File: config.mk
export PLATFORM = sky130hd
export DESIGN_NAME = systolic_seq_ctrl
export DESIGN_NICKNAME = d
export VERILOG_FILES = /design/src/rtl/seq_pkg.sv /design/src/rtl/systolic_seq_ctrl_skew_mux.sv /design/src/rtl/systolic_seq_ctrl.sv
export SDC_FILE = /design/constraint.sdc
export NUM_CORES = 2
export LEC_CHECK = 0
export ABC_AREA = 1
export CAP_MARGIN = 20
export CORE_MARGIN = 2
export CORE_UTILIZATION = 38
export DETAILED_ROUTE_END_ITERATION = 8
export PLACE_DENSITY = 0.62
export RECOVER_POWER = 100
export SYNTH_ARGS = -nofsm -noshare
export SYNTH_HDL_FRONTEND = slang
export SYNTH_SLANG_ARGS = --single-unit
File: constraint.sdc
create_clock -name clk_i -period 3.9 [get_ports clk_i]
set_input_delay 0.78 -clock clk_i [delete_from_list [all_inputs] [get_ports clk_i]]
set_output_delay 0.78 -clock clk_i [all_outputs]
set_load 0.01 [all_outputs]
File: src/rtl/seq_pkg.sv
// rtl/seq_pkg.sv - shared state encoding and sizing helpers for the systolic sequencer
//
// Purpose: single source for the sequencer FSM encoding and the derived
// step-count constants, so the top and the skew selectors agree on widths.
// Ports: none (package).

package seq_pkg;

    // Sequencer phases, in the order a run walks through them.
    typedef enum logic [2:0] {
        IDLE  = 3'd0,
        CLEAR = 3'd1,
        FEED  = 3'd2,
        DRAIN = 3'd3,
        DONE  = 3'd4
    } seq_state_e;

    // Default geometry of the 4x4 array this sequencer was built for.
    localparam int N_DEFAULT     = 4;
    localparam int DRAIN_DEFAULT = 4;

    // A wavefront needs 2N-1 feed steps for the last skewed element to enter.
    localparam int FEED_STEPS = 2 * N_DEFAULT - 1;

    // CLEAR + FEED + DRAIN + DONE for the default geometry.
    localparam int TOTAL_BUSY = 1 + FEED_STEPS + DRAIN_DEFAULT + 1;

    function automatic int feed_steps(input int n);
        return 2 * n - 1;
    endfunction

    // Wide enough to hold every step index of a run with one spare bit,
    // so the counter can never wrap before the phase comparison fires.
    function automatic int step_width(input int n, input int drain);
        return $clog2(2 * n - 1 + drain) + 1;
    endfunction

endpackage

File: src/rtl/systolic_seq_ctrl_skew_mux.sv
// rtl/systolic_seq_ctrl_skew_mux.sv - selects one skewed edge element of a matrix for a feed step
//
// Purpose: for feed step t and edge index e, returns
//   row mode (COL_MODE=0): mat[e][t-e]   (left edge, row e of A)
//   col mode (COL_MODE=1): mat[t-e][e]   (top edge, column e of B)
// or 0 when t-e falls outside 0..N-1.
// Ports:
//   step_i   current feed step t
//   edge_i   row (left edge) or column (top edge) index e
//   mat_i    full operand matrix, mat_i[row][col]
//   slice_o  selected element, 0 outside the wavefront

module skew_mux
    import seq_pkg::*;
#(
    parameter int DATA_WIDTH = 32,
    parameter int N          = 4,
    parameter int IDX_W      = (N > 1) ? $clog2(N) : 1,
    parameter int STEP_W     = step_width(N, DRAIN_DEFAULT),
    parameter bit COL_MODE   = 1'b0
) (
    input  logic [STEP_W-1:0]                     step_i,
    input  logic [IDX_W-1:0]                      edge_i,
    input  logic [N-1:0][N-1:0][DATA_WIDTH-1:0]   mat_i,
    output logic [DATA_WIDTH-1:0]                 slice_o
);

    // Instead of forming t-e (which would wrap for t<e), look for the k with
    // t == e + k. At most one k matches; no match means the slot is empty.
    always_comb begin
        slice_o = '0;
        for (int k = 0; k < N; k++) begin
            if (step_i == (STEP_W'(edge_i) + STEP_W'(k))) begin
                if (COL_MODE) begin
                    slice_o = mat_i[k][edge_i];
                end else begin
                    slice_o = mat_i[edge_i][k];
                end
            end
        end
    end

endmodule

File: src/rtl/systolic_seq_ctrl.sv
// rtl/systolic_seq_ctrl.sv - run sequencer feeding skewed operands into an NxN systolic array
//
// Purpose: holds operand matrices A and B, and on start clears the array,
// streams skewed A rows into the left edge and skewed B columns into the top
// edge, waits for the wavefront to drain, then pulses done.
// Ports:
//   clk_i, rst_i           clock, synchronous active-high reset
//   wr_en_i/wr_sel_i       operand write strobe, 0 = A, 1 = B
//   wr_row_i/wr_col_i      element position
//   wr_data_i              element value
//   start_i                run request, sampled only while idle
//   busy_o                 run in progress (CLEAR..DONE)
//   done_o                 one-cycle completion pulse
//   wr_err_o               one-cycle pulse after a write attempted while busy
//   array_rst_no           active-low clear to the PE array
//   left_o / up_o          packed edge feeds, slice r / c per row / column

module systolic_seq_ctrl
    import seq_pkg::*;
#(
    parameter int DATA_WIDTH   = 32,
    parameter int N            = 4,
    parameter int DRAIN_CYCLES = 4
) (
    input  logic                      clk_i,
    input  logic                      rst_i,
    input  logic                      wr_en_i,
    input  logic                      wr_sel_i,
    input  logic [$clog2(N)-1:0]      wr_row_i,
    input  logic [$clog2(N)-1:0]      wr_col_i,
    input  logic [DATA_WIDTH-1:0]     wr_data_i,
    input  logic                      start_i,
    output logic                      busy_o,
    output logic                      done_o,
    output logic                      wr_err_o,
    output logic                      array_rst_no,
    output logic [N*DATA_WIDTH-1:0]   left_o,
    output logic [N*DATA_WIDTH-1:0]   up_o
);

    localparam int IDX_W  = $clog2(N);
    localparam int STEPS  = feed_steps(N);
    localparam int STEP_W = step_width(N, DRAIN_CYCLES);

    localparam logic [STEP_W-1:0] FEED_LAST  = STEP_W'(STEPS - 1);
    localparam logic [STEP_W-1:0] DRAIN_LAST = STEP_W'((DRAIN_CYCLES > 0) ? DRAIN_CYCLES - 1 : 0);

    typedef logic [N-1:0][N-1:0][DATA_WIDTH-1:0] mat_t;
    typedef logic [N-1:0][DATA_WIDTH-1:0]        edge_t;

    seq_state_e        state_q, state_d;
    logic [STEP_W-1:0] step_q,  step_d;
    mat_t              mat_a_q, mat_a_d;
    mat_t              mat_b_q, mat_b_d;

    logic              busy_q,     busy_d;
    logic              done_q,     done_d;
    logic              wr_err_q,   wr_err_d;
    logic              arst_n_q,   arst_n_d;
    edge_t             left_q,     left_d;
    edge_t             up_q,       up_d;

    edge_t             left_sel;
    edge_t             up_sel;

    // ------------------------------------------------------------------
    // Phase sequencing. The step counter restarts at 0 on entry to FEED
    // and DRAIN, so it indexes the feed step t directly during FEED.
    // ------------------------------------------------------------------
    always_comb begin
        state_d = state_q;
        step_d  = step_q;
        case (state_q)
            IDLE: begin
                if (start_i) begin
                    state_d = CLEAR;
                    step_d  = '0;
                end
            end
            CLEAR: begin
                state_d = FEED;
                step_d  = '0;
            end
            FEED: begin
                if (step_q == FEED_LAST) begin
                    state_d = (DRAIN_CYCLES == 0) ? DONE : DRAIN;
                    step_d  = '0;
                end else begin
                    step_d  = step_q + STEP_W'(1);
                end
            end
            DRAIN: begin
                if (step_q == DRAIN_LAST) begin
                    state_d = DONE;
                    step_d  = '0;
                end else begin
                    step_d  = step_q + STEP_W'(1);
                end
            end
            DONE: begin
                state_d = IDLE;
                step_d  = '0;
            end
            default: begin
                state_d = IDLE;
                step_d  = '0;
            end
        endcase
    end

    // ------------------------------------------------------------------
    // Operand writes. Only committed while idle, so the matrices are stable
    // for the whole run; a write that lands together with start is already
    // in the register file when the first feed step is formed.
    // ------------------------------------------------------------------
    always_comb begin
        mat_a_d  = mat_a_q;
        mat_b_d  = mat_b_q;
        wr_err_d = 1'b0;
        if (wr_en_i) begin
            if (state_q == IDLE) begin
                if (wr_sel_i) begin
                    mat_b_d[wr_row_i][wr_col_i] = wr_data_i;
                end else begin
                    mat_a_d[wr_row_i][wr_col_i] = wr_data_i;
                end
            end else begin
                wr_err_d = 1'b1;
            end
        end
    end

    // ------------------------------------------------------------------
    // Edge selectors. They look at the next step and the committed
    // matrices so the registered edge outputs line up with the registered
    // state: the value for step t is on the pins while FEED step t is shown.
    // ------------------------------------------------------------------
    for (genvar g = 0; g < N; g++) begin : g_edge
        skew_mux #(
            .DATA_WIDTH (DATA_WIDTH),
            .N          (N),
            .IDX_W      (IDX_W),
            .STEP_W     (STEP_W),
            .COL_MODE   (1'b0)
        ) u_left (
            .step_i  (step_d),
            .edge_i  (IDX_W'(g)),
            .mat_i   (mat_a_q),
            .slice_o (left_sel[g])
        );

        skew_mux #(
            .DATA_WIDTH (DATA_WIDTH),
            .N          (N),
            .IDX_W      (IDX_W),
            .STEP_W     (STEP_W),
            .COL_MODE   (1'b1)
        ) u_up (
            .step_i  (step_d),
            .edge_i  (IDX_W'(g)),
            .mat_i   (mat_b_q),
            .slice_o (up_sel[g])
        );
    end

    // Outputs are decoded from the next state and registered, so every pin
    // changes exactly at the edge where the phase changes.
    always_comb begin
        busy_d   = (state_d != IDLE);
        done_d   = (state_d == DONE);
        // The array is held in clear while idle and during CLEAR; DONE keeps
        // it released so the host can still read the accumulated results.
        arst_n_d = (state_d == FEED) || (state_d == DRAIN) || (state_d == DONE);
        left_d   = (state_d == FEED) ? left_sel : '0;
        up_d     = (state_d == FEED) ? up_sel   : '0;
    end

    always_ff @(posedge clk_i) begin
        if (rst_i) begin
            state_q  <= IDLE;
            step_q   <= '0;
            mat_a_q  <= '0;
            mat_b_q  <= '0;
            busy_q   <= 1'b0;
            done_q   <= 1'b0;
            wr_err_q <= 1'b0;
            arst_n_q <= 1'b0;
            left_q   <= '0;
            up_q     <= '0;
        end else begin
            state_q  <= state_d;
            step_q   <= step_d;
            mat_a_q  <= mat_a_d;
            mat_b_q  <= mat_b_d;
            busy_q   <= busy_d;
            done_q   <= done_d;
            wr_err_q <= wr_err_d;
            arst_n_q <= arst_n_d;
            left_q   <= left_d;
            up_q     <= up_d;
        end
    end

    assign busy_o       = busy_q;
    assign done_o       = done_q;
    assign wr_err_o     = wr_err_q;
    assign array_rst_no = arst_n_q;
    assign left_o       = left_q;
    assign up_o         = up_q;

endmodule

# Yosys cells after proc, flatten, opt, wreduce, memory -nomap -nowiden
# Cells that the tools add are included.
# word_totals
word_cells	126
input_bits	41
ff_bits	1292
output_inout_bits	260
# classes
muxes	47
n_lt_le_gt_ge	4
n_eq_ne	14
bitwise_logic	3
reduce_logical	11
addsub	1
# op_table
cell	count
$mux W32	33
$bwmux W512	2
$demux W128 S2	1
$mux W128	1
$demux W32 S2	1
$eq A5 B3 Y1 const B	4
$eq A5 B2 Y1 const B	3
$mux W5	3
$pmux W5 S3	1
$eq A3 B2 Y1 const B	4
$pmux W3 S4	1
$mux W3	3
$lt A2 B3 Y1 const B	2
$reduce_and A3 Y1	2
$add A5 B1 Y5 const B	1
$eq A5 B1 Y1 const B	1
$logic_not A5 Y1	1
$ge A2 B1 Y1 const B	2
$reduce_or A2 Y1	2
$eq A3 B1 Y1 const B	1
$eq A3 B3 Y1 const B	1
$logic_not A3 Y1	1
$not A1 Y1	3
$reduce_bool A3 Y1	1
3 further kinds	5

# Longest topological paths before layout
# depth
word_depth	8
ltp_mapped	16
depth_no_buf	14

# Modules after synthesis
# A second synthesis with hierarchy kept.
# unflattened
cells_unflattened	16626
hier_area_um2	91373.9
# by_module_without_submodules
module	instances	seq_area_each_um2	area_each_um2	cells_each
skew_mux	8	0.0	5819.3	1388
systolic_seq_ctrl	1	25864.8	44819.2	5522

# Least setup slack after synthesis
# OpenSTA, ideal clock, no wires.
# synth_timing
kind	input port to flip-flop
start	input rst_i
end	register mat_a_q[128] (netlist name)
stages	8
path_buffers	5
setup_ns	0.064
arrival_time_ns	2.218
path_slack_ns	1.617
required_ns	3.836
cell_sequence	clkbuf_1 -> inv_1 -> clkbuf_1 -> clkbuf_1 -> clkbuf_1 -> clkbuf_1 -> o21ai_0 -> nor2_1
# synth_rtl
item	line_no	text
start: declaration	systolic_seq_ctrl.sv:26	input logic rst_i,
end signal: assignment	systolic_seq_ctrl.sv:193	mat_a_q <= mat_a_d;
end: declaration	systolic_seq_ctrl.sv:53	mat_t mat_a_q, mat_a_d;

# Worst setup path after layout
# layout_timing
start	register step_q[0]
end	register left_q (netlist bit left_o[120])
# layout_via
elab_chain_cells	8
elab_cells_between_ends	21
cone_classes	1 x add/sub; 7 x eq/ne; 11 x mux; 1 x bitwise; 1 x reduce/logical
# layout_lines
item	line_no	text
start: declaration	systolic_seq_ctrl.sv:52	logic [STEP_W-1:0] step_q, step_d;
start signal: assignment	systolic_seq_ctrl.sv:192	step_q <= step_d;
$add A5 B1 Y5 (tied with other cells)	systolic_seq_ctrl.sv:89, systolic_seq_ctrl.sv:97	
$mux W5 (on tied branches)	systolic_seq_ctrl.sv:93, systolic_seq_ctrl.sv:85	
$pmux W5 S3	systolic_seq_ctrl.sv:73	case (state_q)
$eq A5 B2 Y1	systolic_seq_ctrl_skew_mux.sv:33	if (step_i == (STEP_W'(edge_i) + STEP_W'(k))) begin
$mux W32 (4 in a row)	systolic_seq_ctrl_skew_mux.sv:33	
end signal: assignment	systolic_seq_ctrl.sv:199	left_q <= left_d;
end: declaration	systolic_seq_ctrl.sv:60	edge_t left_q, left_d;
# Parallel ways exist; a longest one is shown, timed or not.
# A chain may end at the register's enable or synchronous reset.

==> reports/summary.txt <==
routed wire length = 175,300 um
cell row count = 133
IO Port Bufs = 300
post-route setup TNS = 0 ns
fin nets = 6,763
fill count = 12,912
Final GP Congestion = 0.8313
cts-stage hold buffer count = 0
max_cap viols = 6
CTS Buffer Depth = 3
Die ar. = 135,100 um2
Max-Slew Margin vs Limit = -0.2124
syn_nets = 6,814
Setup Viol. Count Final = 0
CP Launch Type = flop
Initial DRC Count = 5,202
CP most frequent cell = inv_1
initial antenna violation count = 15
Worst R2R Path Depth = 12
worst setup margin = 0.3827 ns
synth-to-layout area growth = 17.07%
Placement Cell Area = 54,300 um2
Max Clk Rate = 0.2843 GHz
post-synthesis sequential area ratio = 0.5148
Design Area, Final = 58,820 um2
RSZ-0062 raised after global routing = false
final hold viol count = 0
Pleak = 22.35 nW
Max Slew Vio Count = 198
DR WL/cell = 20.41 um
Core Region = 131,300 um2
Post-Synth Adder-Cell Area = 0.0004981
Clk Latency, worst-skew pair = 0.75 ns
outcome = finished with violations
clock slew at reported path FFs = 0.06 ns
share of cells above drive strength 1 = 0.05610
All-Layer GR Usage = 0.2502
dpl ws = 0.2670 ns
worst hold path class = reg -> reg
total number of vias = 45,866
CP max-delay cell = inv_1
syn avg cell area = 7.420 um2
synthesized flop and latch total = 1,292
measured slew at the worst slew-check pin = 1.819 ns
setup bufs post-CTS = 0
fin crit share = 0.9019
Required @ worst endpoint = 4.55 ns
PD cells = 478.0 nW/um2
vias in the first global route = 41,935
Worst EP arrival = 4.17 ns
Die Wd = 367.6 um
Synth Area in Compound Gates = 0.2220
failing checks = max-capacitance violations, max-slew violations
CP cell instances = ha_1, inv_1, nor2_1, nand2_1, nand2_1, inv_1, nor3_1, inv_1, nor2_4, clkbuf_4, inv_1, nor2_1
Final ANT Viol Nets = 0
starting density of the core = 0.3827
CTS tree = done
CP Max Fanout = 36
H-tree depth = 4
commonest non-fill, non-tap cell in the layout = o21ai_0
synth warn = 0
Tot Pwr = 28.11 mW
DIE HEIGHT = 367.6 um
largest family of logic cells by synthesized area = compound AO/OA/AOI/OAI gates
first-pass GRT wire length = 264,400 um
Post-Place Cells = 8,332
mux share of post-synthesis cell area = 0
Synth Area in XOR/XNOR = 0
post-DP HPWL = 97,150 um
most frequent cells in the layout = o21ai_0, nor2_1, dfxtp_1
Peak supply drop = 364.8 uV
Mapped Area = 50,240 um2
total gr overflow = 0
critical path class = reg -> reg
Simple-Gate Fraction of Synth Area = 0.1709
Residual DRC = 0
Initial DRT Pass Iterations = 6
clock tree sinks = 1,292
clock tree root driver cell = clkbuf_16
cts repair resizes = 0
vias per inst = 5.339
CTS Buf Count = 139
Setup Skew = 0.02499 ns
max incr delay on CP = 0.57 ns
Cell variety after synth = 27
IO Count = 301
Synth Instances = 6,771
final non-filler cell total = 8,591
largest net degree at the start of global routing = 242
minimum clock period = 3.517 ns
endpoint class of the critical path = flop
worst hold stages = 2
where the power goes:
| part | total [mW] | leakage, nW | switching, mW | internal (mW) |
|---|---|---|---|---|
| combinational | 1.31 | 9.65 | 1.05 | 0.268 |
| clock | 13.4 | 2.28 | 5.44 | 7.99 |
| sequential | 13.4 | 10.4 | 0.0452 | 13.3 |
| total | 28.1 | 22.4 | 6.53 | 21.6 |
synthesized netlist by cell type (all sizes together):
library cell / instances / area (um2)
buf: 105 / 498.0
nor3: 6 / 30.03
nand2: 27 / 108.9
o21ai: 1731 / 8663
nor2: 1670 / 6300
ha: 2 / 25.02
clkinv: 17 / 63.81
inv: 553 / 2076
or2: 1 / 6.260
nand4: 303 / 1902
nand3: 40 / 222.7
clkbuf: 527 / 1978
dfxtp: 1292 / 25860
nand3b: 2 / 15.01
a21oi: 495 / 2489
final timing paths:
kind | startpoint | to | slack (ns)
hold / removal | mat_a_q[273] | mat_a_q[273] | 0.45
setup / recovery | step_q[0] | left_o[120] | 0.38
setup reg to reg | step_q[0] | left_o[120] | 0.38
hold reg to reg | mat_a_q[273] | mat_a_q[273] | 0.45
per-layer routing:
layer | part of all wire | wire length [um] | vias up | global-route usage
li1 | - | - | 22140 | -
met1 | 0.45 | 79230 | 21660 | 0.3541
met2 | 0.44 | 77340 | 1795 | 0.3844
met3 | 0.078 | 13660 | 265 | 0.04085
met4 | 0.029 | 5080 | 6 | 0.08591
met5 | 0.00018 | 31 | - | 0
through the flow:
step | hold slack (ns) | utilization
2_1_floorplan | 0.4245 | -
3_3_place_gp | 0.4333 | 0.4129
3_5_place_dp | 0.4386 | 0.4136
4_1_cts | 0.4478 | 0.4490
5_1_grt | 0.4581 | 0.4478
6_report | 0.4456 | 0.4480
cells by family after synthesis:
| family | count (synthesis) |
|---|---|
| AO/OA/AOI/OAI | 2226 |
| AND/OR/NAND/NOR | 2049 |
| flip-flops | 1292 |
| buffers and inverters | 1202 |
| adder cells (fa/ha/maj) | 2 |
final cells by class:
type	instances	area [um2]	area share
Timing Repair Buffer	440	4129	0.07020
Antenna cell	9	22.52	0.0003829
Sequential cell	1292	25860	0.4398
Tap cell	1755	2196	0.03733
Inverter	570	2150	0.03655
Clock inverter	34	419.2	0.007126
Multi-Input combinational cell	4277	19810	0.3367
Clock buffer	214	4230	0.07192
flip-flops by register name, indices dropped and copies added (netlist names):
signal and flops:
array_rst_no 1, busy_o 1, done_o 1, left_o 128, mat_a_q 512, mat_b_q 512, state_q 3, step_q 5
up_o 128, wr_err_o 1
worst max-delay path, delay by kind of cell (launching register included):
family	cells	cell delay, ns
buffers and inverters	5	1.37
and+or+nand+nor	6	1.35
DFF	1	0.43
adders and majority gates	1	0.23
Note: power is estimated with default switching activity, not from simulation.
